## config.mk

```make
export PLATFORM = sky130hd
export DESIGN_NAME = fsm_sym_decoder_flat
export DESIGN_NICKNAME = d
export VERILOG_FILES = /design/src/rtl/fsm_sym_pkg.sv /design/src/rtl/fsm_sym_decoder_if.sv /design/src/rtl/sym_word_deser.sv /design/src/rtl/fsm_sym_decoder.sv /design/src/flat_wrapper.sv
export SDC_FILE = /design/constraint.sdc
export NUM_CORES = 1
export LEC_CHECK = 0
export ABC_AREA = 1
export ABC_CLOCK_PERIOD_IN_PS = 1600
export CORE_UTILIZATION = 50
export CTS_BUF_LIST = sky130_fd_sc_hd__clkbuf_8 sky130_fd_sc_hd__clkbuf_16
export DETAILED_ROUTE_END_ITERATION = 10
export HOLD_SLACK_MARGIN = 0.05
export PLACE_DENSITY_LB_ADDON = 0.05
export SLEW_MARGIN = 30
export SYNTH_ARGS = -nofsm -noshare
export SYNTH_HDL_FRONTEND = slang
export SYNTH_SLANG_ARGS = --single-unit
```

## constraint.sdc

```tcl
create_clock -name clk -period 1.6 [get_ports clk]
set_input_delay 0.48 -clock clk [delete_from_list [all_inputs] [get_ports clk]]
set_output_delay 0.48 -clock clk [all_outputs]
set_load 0.1 [all_outputs]
```

## src/rtl/fsm_sym_pkg.sv

```systemverilog
// Shared symbol-line definitions for the 3-clock marker/data/stop framing,
// used by both the transmitter and the receive-side decoder.
package fsm_sym_pkg;

  typedef enum logic [1:0] {
    StHunt,
    StData,
    StStop,
    StMark
  } sym_state_e;

  localparam int unsigned SYM_LEN  = 3;
  localparam logic        MARK_LVL = 1'b1;
  localparam logic        STOP_LVL = 1'b0;

endpackage

```

## src/rtl/fsm_sym_decoder_if.sv

```systemverilog
// Serial line plus decoded-output bundle of the symbol decoder.
interface fsm_sym_decoder_if #(
  parameter int unsigned WIDTH = 8
);

  logic             inp;
  logic             bit_out;
  logic             bit_valid;
  logic [WIDTH-1:0] data_out;
  logic             data_valid;
  logic             sym_err;
  logic             locked;

  modport master (
    output inp,
    input  bit_out,
    input  bit_valid,
    input  data_out,
    input  data_valid,
    input  sym_err,
    input  locked
  );

  modport slave (
    input  inp,
    output bit_out,
    output bit_valid,
    output data_out,
    output data_valid,
    output sym_err,
    output locked
  );

endinterface

```

## src/rtl/sym_word_deser.sv

```systemverilog
// MSB-first word assembler: shifts accepted bits and publishes each full word
// with a one-cycle data_valid pulse.
module sym_word_deser #(
  parameter int unsigned WIDTH = 8
) (
  input  logic             clk,
  input  logic             reset,
  input  logic             bit_i,
  input  logic             shift_en_i,
  input  logic             clear_i,
  output logic [WIDTH-1:0] data_o,
  output logic             data_valid_o
);

  localparam int unsigned     CntW   = $clog2(WIDTH);
  localparam logic [CntW-1:0] CntMax = CntW'(WIDTH - 1);

  logic [WIDTH-1:0] shreg_q, shreg_d;
  logic [CntW-1:0]  cnt_q, cnt_d;
  logic [WIDTH-1:0] data_q, data_d;
  logic             dv_q, dv_d;
  logic [WIDTH-1:0] word;

  assign word = {shreg_q[WIDTH-2:0], bit_i};

  always_comb begin
    shreg_d = shreg_q;
    cnt_d   = cnt_q;
    data_d  = data_q;
    dv_d    = 1'b0;
    // A stale partial word is harmless: the counter restarts, so every
    // published word is fully overwritten by fresh bits.
    if (clear_i) begin
      cnt_d = '0;
    end else if (shift_en_i) begin
      shreg_d = word;
      if (cnt_q == CntMax) begin
        cnt_d  = '0;
        data_d = word;
        dv_d   = 1'b1;
      end else begin
        cnt_d = cnt_q + 1'b1;
      end
    end
  end

  always_ff @(posedge clk) begin
    if (reset) begin
      shreg_q <= '0;
      cnt_q   <= '0;
      data_q  <= '0;
      dv_q    <= 1'b0;
    end else begin
      shreg_q <= shreg_d;
      cnt_q   <= cnt_d;
      data_q  <= data_d;
      dv_q    <= dv_d;
    end
  end

  assign data_o       = data_q;
  assign data_valid_o = dv_q;

endmodule

```

## src/rtl/fsm_sym_decoder.sv

```systemverilog
// Receive-side decoder for the marker/data/stop symbol line: acquires
// alignment, flags framing errors, tracks lock and assembles words.
module fsm_sym_decoder
  import fsm_sym_pkg::*;
#(
  parameter int unsigned WIDTH     = 8,
  parameter int unsigned LOCK_SYMS = 4
) (
  input logic                clk,
  input logic                reset,
  fsm_sym_decoder_if.slave   bus
);

  localparam int unsigned    GcW     = $clog2(LOCK_SYMS + 1);
  localparam logic [GcW-1:0] LockMax = GcW'(LOCK_SYMS);

  sym_state_e     state_q, state_d;
  logic           dbit_q, dbit_d;
  logic           bit_out_q, bit_out_d;
  logic           bit_valid_q;
  logic           sym_err_q;
  logic           locked_q, locked_d;
  logic [GcW-1:0] good_cnt_q, good_cnt_d;
  logic           good, err;

  always_comb begin
    state_d = state_q;
    dbit_d  = dbit_q;
    good    = 1'b0;
    err     = 1'b0;
    unique case (state_q)
      StHunt: if (bus.inp == MARK_LVL) state_d = StData;
      StData: begin
        dbit_d  = bus.inp;
        state_d = StStop;
      end
      StStop: begin
        // A bad stop is dropped, not re-used as the next marker.
        if (bus.inp == STOP_LVL) begin
          good    = 1'b1;
          state_d = StMark;
        end else begin
          err     = 1'b1;
          state_d = StHunt;
        end
      end
      StMark: begin
        if (bus.inp == MARK_LVL) begin
          state_d = StData;
        end else begin
          err     = 1'b1;
          state_d = StHunt;
        end
      end
      default: state_d = StHunt;
    endcase
  end

  always_comb begin
    good_cnt_d = good_cnt_q;
    if (err) begin
      good_cnt_d = '0;
    end else if (good && (good_cnt_q != LockMax)) begin
      good_cnt_d = good_cnt_q + 1'b1;
    end
    locked_d  = (good_cnt_d == LockMax);
    bit_out_d = good ? dbit_q : bit_out_q;
  end

  always_ff @(posedge clk) begin
    if (reset) begin
      state_q     <= StHunt;
      dbit_q      <= 1'b0;
      bit_out_q   <= 1'b0;
      bit_valid_q <= 1'b0;
      sym_err_q   <= 1'b0;
      locked_q    <= 1'b0;
      good_cnt_q  <= '0;
    end else begin
      state_q     <= state_d;
      dbit_q      <= dbit_d;
      bit_out_q   <= bit_out_d;
      bit_valid_q <= good;
      sym_err_q   <= err;
      locked_q    <= locked_d;
      good_cnt_q  <= good_cnt_d;
    end
  end

  // Only symbols arriving while already locked feed the word assembler.
  sym_word_deser #(
    .WIDTH (WIDTH)
  ) u_deser (
    .clk          (clk),
    .reset        (reset),
    .bit_i        (dbit_q),
    .shift_en_i   (good & locked_q),
    .clear_i      (err),
    .data_o       (bus.data_out),
    .data_valid_o (bus.data_valid)
  );

  assign bus.bit_out   = bit_out_q;
  assign bus.bit_valid = bit_valid_q;
  assign bus.sym_err   = sym_err_q;
  assign bus.locked    = locked_q;

endmodule

```

## src/flat_wrapper.sv

```systemverilog
// flat-port wrapper written by rule: the top's interface ports become plain ports
module fsm_sym_decoder_flat import fsm_sym_pkg::*;
#(
  parameter int unsigned WIDTH     = 8,
  parameter int unsigned LOCK_SYMS = 4
)
  (clk, reset, bus_inp, bus_bit_out, bus_bit_valid, bus_data_out, bus_data_valid, bus_sym_err, bus_locked);
  fsm_sym_decoder_if #(.WIDTH(WIDTH)) bus_i ();
  input logic clk;
  input logic reset;
  input wire logic [$bits(bus_i.inp)-1:0] bus_inp;
  output wire logic [$bits(bus_i.bit_out)-1:0] bus_bit_out;
  output wire logic [$bits(bus_i.bit_valid)-1:0] bus_bit_valid;
  output wire logic [$bits(bus_i.data_out)-1:0] bus_data_out;
  output wire logic [$bits(bus_i.data_valid)-1:0] bus_data_valid;
  output wire logic [$bits(bus_i.sym_err)-1:0] bus_sym_err;
  output wire logic [$bits(bus_i.locked)-1:0] bus_locked;
  assign bus_i.inp = bus_inp;
  assign bus_bit_out = bus_i.bit_out;
  assign bus_bit_valid = bus_i.bit_valid;
  assign bus_data_out = bus_i.data_out;
  assign bus_data_valid = bus_i.data_valid;
  assign bus_sym_err = bus_i.sym_err;
  assign bus_locked = bus_i.locked;
  fsm_sym_decoder #(.WIDTH(WIDTH), .LOCK_SYMS(LOCK_SYMS)) u_core (.clk(clk), .reset(reset), .bus(bus_i));
endmodule
```

==> run summary, run 1 <==
R2r worst-path depth = 6
Via-per-instance ratio = 5.18
Sequential area share after synthesis = 50.6%
Yosys top cell by area = dfxtp_1
Post-route ant nets = 0
Inserted Diodes = 0
Critical path required time = 1.80 ns
Skew final = 0.00424 ns
Most common cell in the netlist = nor2_1
CTS sink cnt = 29
Pint = 1270 uW
Postcts setup bufs = 0
Pwr dens = 973 nW/um^2
FFs w/ async S/R, synth = 0%
Final #Nets = 179
Core area = 2060 um^2
Startpoint Class = input pin
Top cells by count, synth = 38 x nor2_1, 29 x dfxtp_1, 17 x o21ai_0, 14 x nand2_1, 12 x inv_1
Critical path cell sequence = clkdlybuf4s50_1 > inv_1 > nand3_4 > nor2_4 > nand2_1 > a21oi_1
CP max FO = 8
Logic pwr share = 6.1%
Synth-to-layout area growth = 43.8%
Critical Path Max Stage Delay = 0.43 ns
Syn Area/Cell = 8.08 um^2
Gr usage total = 23.6%
Slew at the pin with the worst max-slew slack = 0.221 ns
Peak Freq = 0.667 GHz
Worst Setup SP = bus_inp
Yosys top cell area share = 50.6%
Inst Count DP = 192
Final RePlAce weighted congestion = 0.809
Outcome = complete, no violations
VDD IR max = 0.000826 V
Clock Pin Slew Worst Setup and Hold Paths = 0.06 ns
DP Wirelength = 1.74 mm
Total routed wirelength = 2.44 mm
Cell leakage power = 0.000717 uW
Reg2Reg Capture Point = u_core.u_deser.data_o[6]$_SDFFE_PP0P_
Yosys warnings = 0
Main synth FF type = dfxtp_1
Hold Crit Class = flop to flop
Count of cell types in the netlist = 20
Critical Path Slowest Stage Cell = clkdlybuf4s50_1
Area of the die = 2490 um^2
WS Path Type = input pin to flop
Die height = 49.9 um
P_sw = 334 uW
Clock share of power = 47.7%
Ratio of final minimum period to clock period = 93.7%
Num CTS Buffers = 5
Root buf cell = clkbuf_8
Syn_nets = 149
Final setup fails = 0
CTS H-Tree Depth = 2
Slew Viols, Final = 0
Cell family with most CP delay = buffers and inverters
Initial antenna violation count = 0
Largest cells by area after synthesis = dfxtp_1 51%, nor2_1 12%, o21ai_0 7.4%
Switching part of the total = 20.8%
GR Overflow Total = 0
Mapped Area = 1150 um^2
Rel. slew slack = 85.1%
Layout Cells excl Fill = 200
DRC errors left = 0
Part of the power in registers = 46.2%
Worst hold slack = 0.482 ns
WP depth = 6
First drt pass iteration count = 4
CP Capture Type = flop
Clock buffer depth = 2
Rows = 16
Total negative slack = 0 ns
Routed WL per cell = 12.2 um
Post-Syn Instances = 142
#FFs+latches synth = 29
Clock period minus worst slack = 1.50 ns
First-pass GRT wire length = 4.21 mm
Share of layout cells above drive strength 1 = 24.3%
Clk_lat worst skew = 0.28 ns
Initial DRC count = 22
Total number of vias = 1,035
I/O Buffers = 15
Crit path to = u_core.u_deser.data_o[6]$_SDFFE_PP0P_
Starting Density = 55.6%
Buffer and inverter count on the worst path = 2
Worst EP arrival = 1.70 ns
Ports = 16
Number of synthesized flops with an enable pin = 0
CTS tree = done
Worst R2R Start = u_core.u_deser.cnt_q[0]$_SDFFE_PP0P_
Final Hold Fails = 0
Pin count of the biggest net entering global routing = 16
Max-cap violations = 0
Die span in x = 49.9 um
R2R Setup Slk = 0.27 ns
Hold Buf Count CTS = 0
Vias in the first global route = 965
[worst register-to-register path, stage by stage (launching register included)]
cell and delay [ns]:
dfxtp_1 0.36, ha_1 0.16, ha_1 0.19, inv_1 0.08
nor2_4 0.21, nand2_1 0.08, a21oi_1 0.17
[power by group through the flow]
stage / Sequential (uW) / Clock [uW] / Combinational (uW)
after floorplan: 765 / 0 / 47.2
after global placement: 757 / 0 / 92.5
after detailed placement: 757 / 0 / 95.0
after CTS: 741 / 785 / 96.2
after global routing: 743 / 821 / 108
final: 742 / 766 / 97.8
[cells by family after synthesis]
group	Yosys count	synth area share, %
buffers and inverters	18	7.52
adder cells (fa/ha/maj)	4	4.36
AO/OA/AOI/OAI	26	12.0
XOR/XNOR	1	0.763
flip-flops	29	50.6
AND/OR/NAND/NOR	64	24.8
[worst min-delay path by stage]
| stage | end | from | slack, ns | cells past startpoint |
|---|---|---|---|---|
| after floorplan | u_core.u_deser.data_o[5]$_SDFFE_PP0P_ | u_core.u_deser.shreg_q[4]$_SDFFE_PP0P_ | 0.44 | 2 |
| after global placement | u_core.u_deser.data_o[5]$_SDFFE_PP0P_ | u_core.u_deser.shreg_q[4]$_SDFFE_PP0P_ | 0.46 | 2 |
| after detailed placement | u_core.u_deser.data_o[5]$_SDFFE_PP0P_ | u_core.u_deser.shreg_q[4]$_SDFFE_PP0P_ | 0.47 | 2 |
| after CTS | u_core.u_deser.data_o[5]$_SDFFE_PP0P_ | u_core.u_deser.shreg_q[4]$_SDFFE_PP0P_ | 0.49 | 2 |
| after global routing | u_core.u_deser.data_o[5]$_SDFFE_PP0P_ | u_core.u_deser.shreg_q[4]$_SDFFE_PP0P_ | 0.51 | 2 |
| final | u_core.u_deser.data_o[5]$_SDFFE_PP0P_ | u_core.u_deser.shreg_q[4]$_SDFFE_PP0P_ | 0.48 | 2 |
[area by class of cell]
type | count | area (um^2)
clock inverter | 2 | 33.8
tap | 27 | 33.8
inverter | 14 | 52.6
timing repair buffer | 27 | 383
fill | 131 | 412
clock buffer | 6 | 82.6
multi-input combinational | 95 | 483
sequential | 29 | 582
[what timing repair did]
| item | in CTS | in global routing |
|---|---|---|
| resized for setup | 0 | 1 |
| hold endpoints to repair | 0 | 0 |
| endpoints found under the setup margin | 0 | 4 |
[metal layers]
metal	global-route usage [%]	up-vias	wire length [um]
met1	27.7	486	1040
li1	-	515	-
met3	10.8	6	135
met5	0	-	0
met2	36.5	28	1220
met4	11.0	0	46
[placed cells by master (no fill, tap or decap), drive strengths merged]
master / count
nor2: 40
xnor2: 1
a21oi: 7
nand4: 2
nand2: 15
clkdlybuf4s50: 2
nand3: 7
ha: 4
inv: 15
buf: 25
dfxtp: 29
clkbuf: 6
o21ai: 19
bufinv: 1
[registers in the layout, summed over array words and instances (netlist names), 2 cells and up]
register	cells
u_core.good_cnt_q	3
u_core.u_deser.shreg_q	7
u_core.u_deser.data_o	8
u_core.state_q	2
u_core.u_deser.cnt_q	3
[through the flow]
stage / utilization (%) / cell area, um^2 / worst slack, ns / total power [uW]
after floorplan: - / 1150 / 0.195 / 812
after global placement: 74.3 / 1530 / -0.136 / 849
after detailed placement: 74.3 / 1530 / -0.195 / 852
after CTS: 79.9 / 1650 / 0.0827 / 1620
after global routing: 80.0 / 1650 / -0.000336 / 1670
final: 80.0 / 1650 / 0.101 / 1610
No activity file was read; power rests on OpenSTA's default activity.
==> inputs of run 2 (changes only) <==
--- a/config.mk
+++ b/config.mk
@@ -6,7 +6,7 @@
 export NUM_CORES = 1
 export LEC_CHECK = 0
 export ABC_AREA = 1
-export ABC_CLOCK_PERIOD_IN_PS = 1600
+export ABC_CLOCK_PERIOD_IN_PS = 1500
 export CORE_UTILIZATION = 50
 export CTS_BUF_LIST = sky130_fd_sc_hd__clkbuf_8 sky130_fd_sc_hd__clkbuf_16
 export DETAILED_ROUTE_END_ITERATION = 10
==> constraint.sdc (replaced) <==
create_clock -name clk -period 1.5 [get_ports clk]
set_input_delay 0.45 -clock clk [delete_from_list [all_inputs] [get_ports clk]]
set_output_delay 0.45 -clock clk [all_outputs]
set_load 0.1 [all_outputs]
==> run 2 against run 1 <==
Against the previous run:
- sequential power is 6.6% higher
- critical path type unchanged
- clock skew hardly changed
- sequential share of layout area shrank 0.34 points
- routed wire length grew 2.2%
- critical path depth did not move
- setup slack worse by 0.037 ns
- highest routed layer unchanged
- largest cell class unchanged
- combinational power rose by 9%
- first-iteration DRC count increased by 9.1%
- flip-flop and latch count did not move
- global-route usage is the same
==> run summary, run 2 (same netlist as run 1, synthesis figures left out) <==
Outcome = complete, no violations
Final setup fails = 0
Clock period minus worst slack = 1.44 ns
Final #Nets = 179
Worst hold slack = 0.487 ns
Critical Path Slowest Stage Cell = clkdlybuf4s50_1
WP depth = 6
Hold Path Origin = u_core.u_deser.shreg_q[6]$_SDFFE_PP0P_
Initial antenna violation count = 0
Clock buffer depth = 2
Buffer and inverter count on the worst path = 2
Hold Buf Count CTS = 0
Worst EP arrival = 1.65 ns
CP max FO = 8
CTS tree = done
Leading cell type in the layout, fill and taps excluded = nor2_1
Routed WL per cell = 12.5 um
Num CTS Buffers = 5
DP Wirelength = 1.74 mm
Cell leakage power = 0.000717 uW
CTS H-Tree Depth = 2
Startpoint Class = input pin
I/O Buffers = 15
Core area = 2060 um^2
WS Path Type = input pin to flop
Slew Viols, Final = 0
R2r worst-path depth = 6
Filler Cells Inserted = 127
Reg2Reg Capture Point = u_core.u_deser.data_o[6]$_SDFFE_PP0P_
Die height = 49.9 um
Die span in x = 49.9 um
Total negative slack = 0 ns
Post-placement cell area = 1530 um^2
Critical Path Max Stage Delay = 0.44 ns
Inserted Diodes = 0
Cell family with most CP delay = buffers and inverters
Post-route ant nets = 0
DRC errors left = 0
Via-per-instance ratio = 5.15
Layout Cells excl Fill = 200
CP Capture Type = flop
Critical path cell sequence = clkdlybuf4s50_1 > inv_2 > nand3_4 > nor2_4 > nand2_1 > a21oi_2
Rows = 16
Peak Freq = 0.697 GHz
Critical path required time = 1.71 ns
Inst Count DP = 192
Share of layout cells above drive strength 1 = 27.2%
Area of the die = 2490 um^2
Hold Crit Class = flop to flop
RSZ-0062 raised after global routing = false
Root buf cell = clkbuf_8
Clock Pin Slew Worst Setup and Hold Paths = 0.06 ns
Ports = 16
Hold path endpoint = u_core.u_deser.shreg_q[6]$_SDFFE_PP0P_
Slew at the pin with the worst max-slew slack = 0.225 ns
Most frequent cells in the layout = 37 x nor2_1, 28 x dfxtp_1, 17 x o21ai_0
Pin count of the biggest net entering global routing = 16
R2R Setup Slk = 0.15 ns
Starting Density = 55.6%
CTS sink cnt = 29
Reg area = 582 um^2
Final RePlAce weighted congestion = 0.809
Final Hold Fails = 0
Synth-to-layout area growth = 45.3%
Number of flip-flops in the largest register = 8
Max-cap violations = 0
Total number of vias = 1,029
Initial DRC count = 24
First-pass GRT wire length = 4.21 mm
Worst R2R Start = u_core.state_q[1]$_SDFFE_PP0P_
Vias in the first global route = 965
Clk_lat worst skew = 0.28 ns
Skew final = 0.00438 ns
Gr usage total = 23.6%
First drt pass iteration count = 4
Multi-input logic area = 499 um^2
Total routed wirelength = 2.50 mm
Rel. slew slack = 84.8%
Worst hold stages = 2
VDD IR max = 0.000892 V
Pwr dens = 1030 nW/um^2
GR Overflow Total = 0
Fin area = 1670 um^2
Ratio of final minimum period to clock period = 95.7%
run 2: cell counts in the layout (fill, tap and decap cells not counted):
Identical to the previous run, type by type.
run 2: final cells by class:
cell class | instances | area share [%]
Sequential cell | 29 | 34.9
Multi-Input combinational cell | 95 | 30.0
Timing Repair Buffer | 27 | 23.0
Clock buffer | 6 | 4.95
Inverter | 14 | 3.15
Clock inverter | 2 | 2.03
Tap cell | 27 | 2.03
run 2: worst max-delay path by stage:
| stage | startpoint | endpoint |
|---|---|---|
| finish | bus_inp | u_core.u_deser.data_o[6]$_SDFFE_PP0P_ |
| global route | bus_inp | u_core.bus.locked$_SDFF_PP0_ |
| CTS | bus_inp | u_core.u_deser.cnt_q[2]$_SDFFE_PP0P_ |
| detailed placement | bus_inp | u_core.u_deser.cnt_q[2]$_SDFFE_PP0P_ |
| global placement | bus_inp | u_core.u_deser.data_o[1]$_SDFFE_PP0P_ |
| floorplan | u_core.bus.bit_out$_SDFFE_PP0N_ | bus_bit_out |
run 2: repair_timing:
action	CTS	global route
resized for setup	0	6
endpoints found under the hold margin	0	0
setup buffers	0	0
endpoints found under the setup margin	0	14
run 2: metrics by stage:
stage               setup WS (ns)  total power [uW]  utilization, %
floorplan                   0.125               866               -
global route              0.00951              1790            80.8
global placement           -0.206               906            74.3
detailed placement         -0.265               909            74.3
finish                     0.0647              1720            80.8
CTS                        0.0127              1730            79.9
run 2: metal layers:
metal	part of all wire (%)	wire length, um	vias to the layer above	track usage [%]
li1	-	-	518	-
met1	43	1070	478	27.7
met2	49	1230	27	36.5
met3	5.9	148	6	10.8
met4	1.8	46	0	11.0
met5	0	0	-	0
run 2: worst register-to-register path: cells and delay by family (launching register included):
family	cells	cell delay (ns)
AO/OA/AOI/OAI	1	0.16
buffers and inverters	1	0.06
flip-flops	1	0.39
AND/OR/NAND/NOR	4	0.67
run 2: power breakdown:
part           switching, uW  leakage, uW  internal, uW
combinational           63.9     0.000420          43.3
clock                    287    0.0000626           534
sequential              10.6     0.000235           781
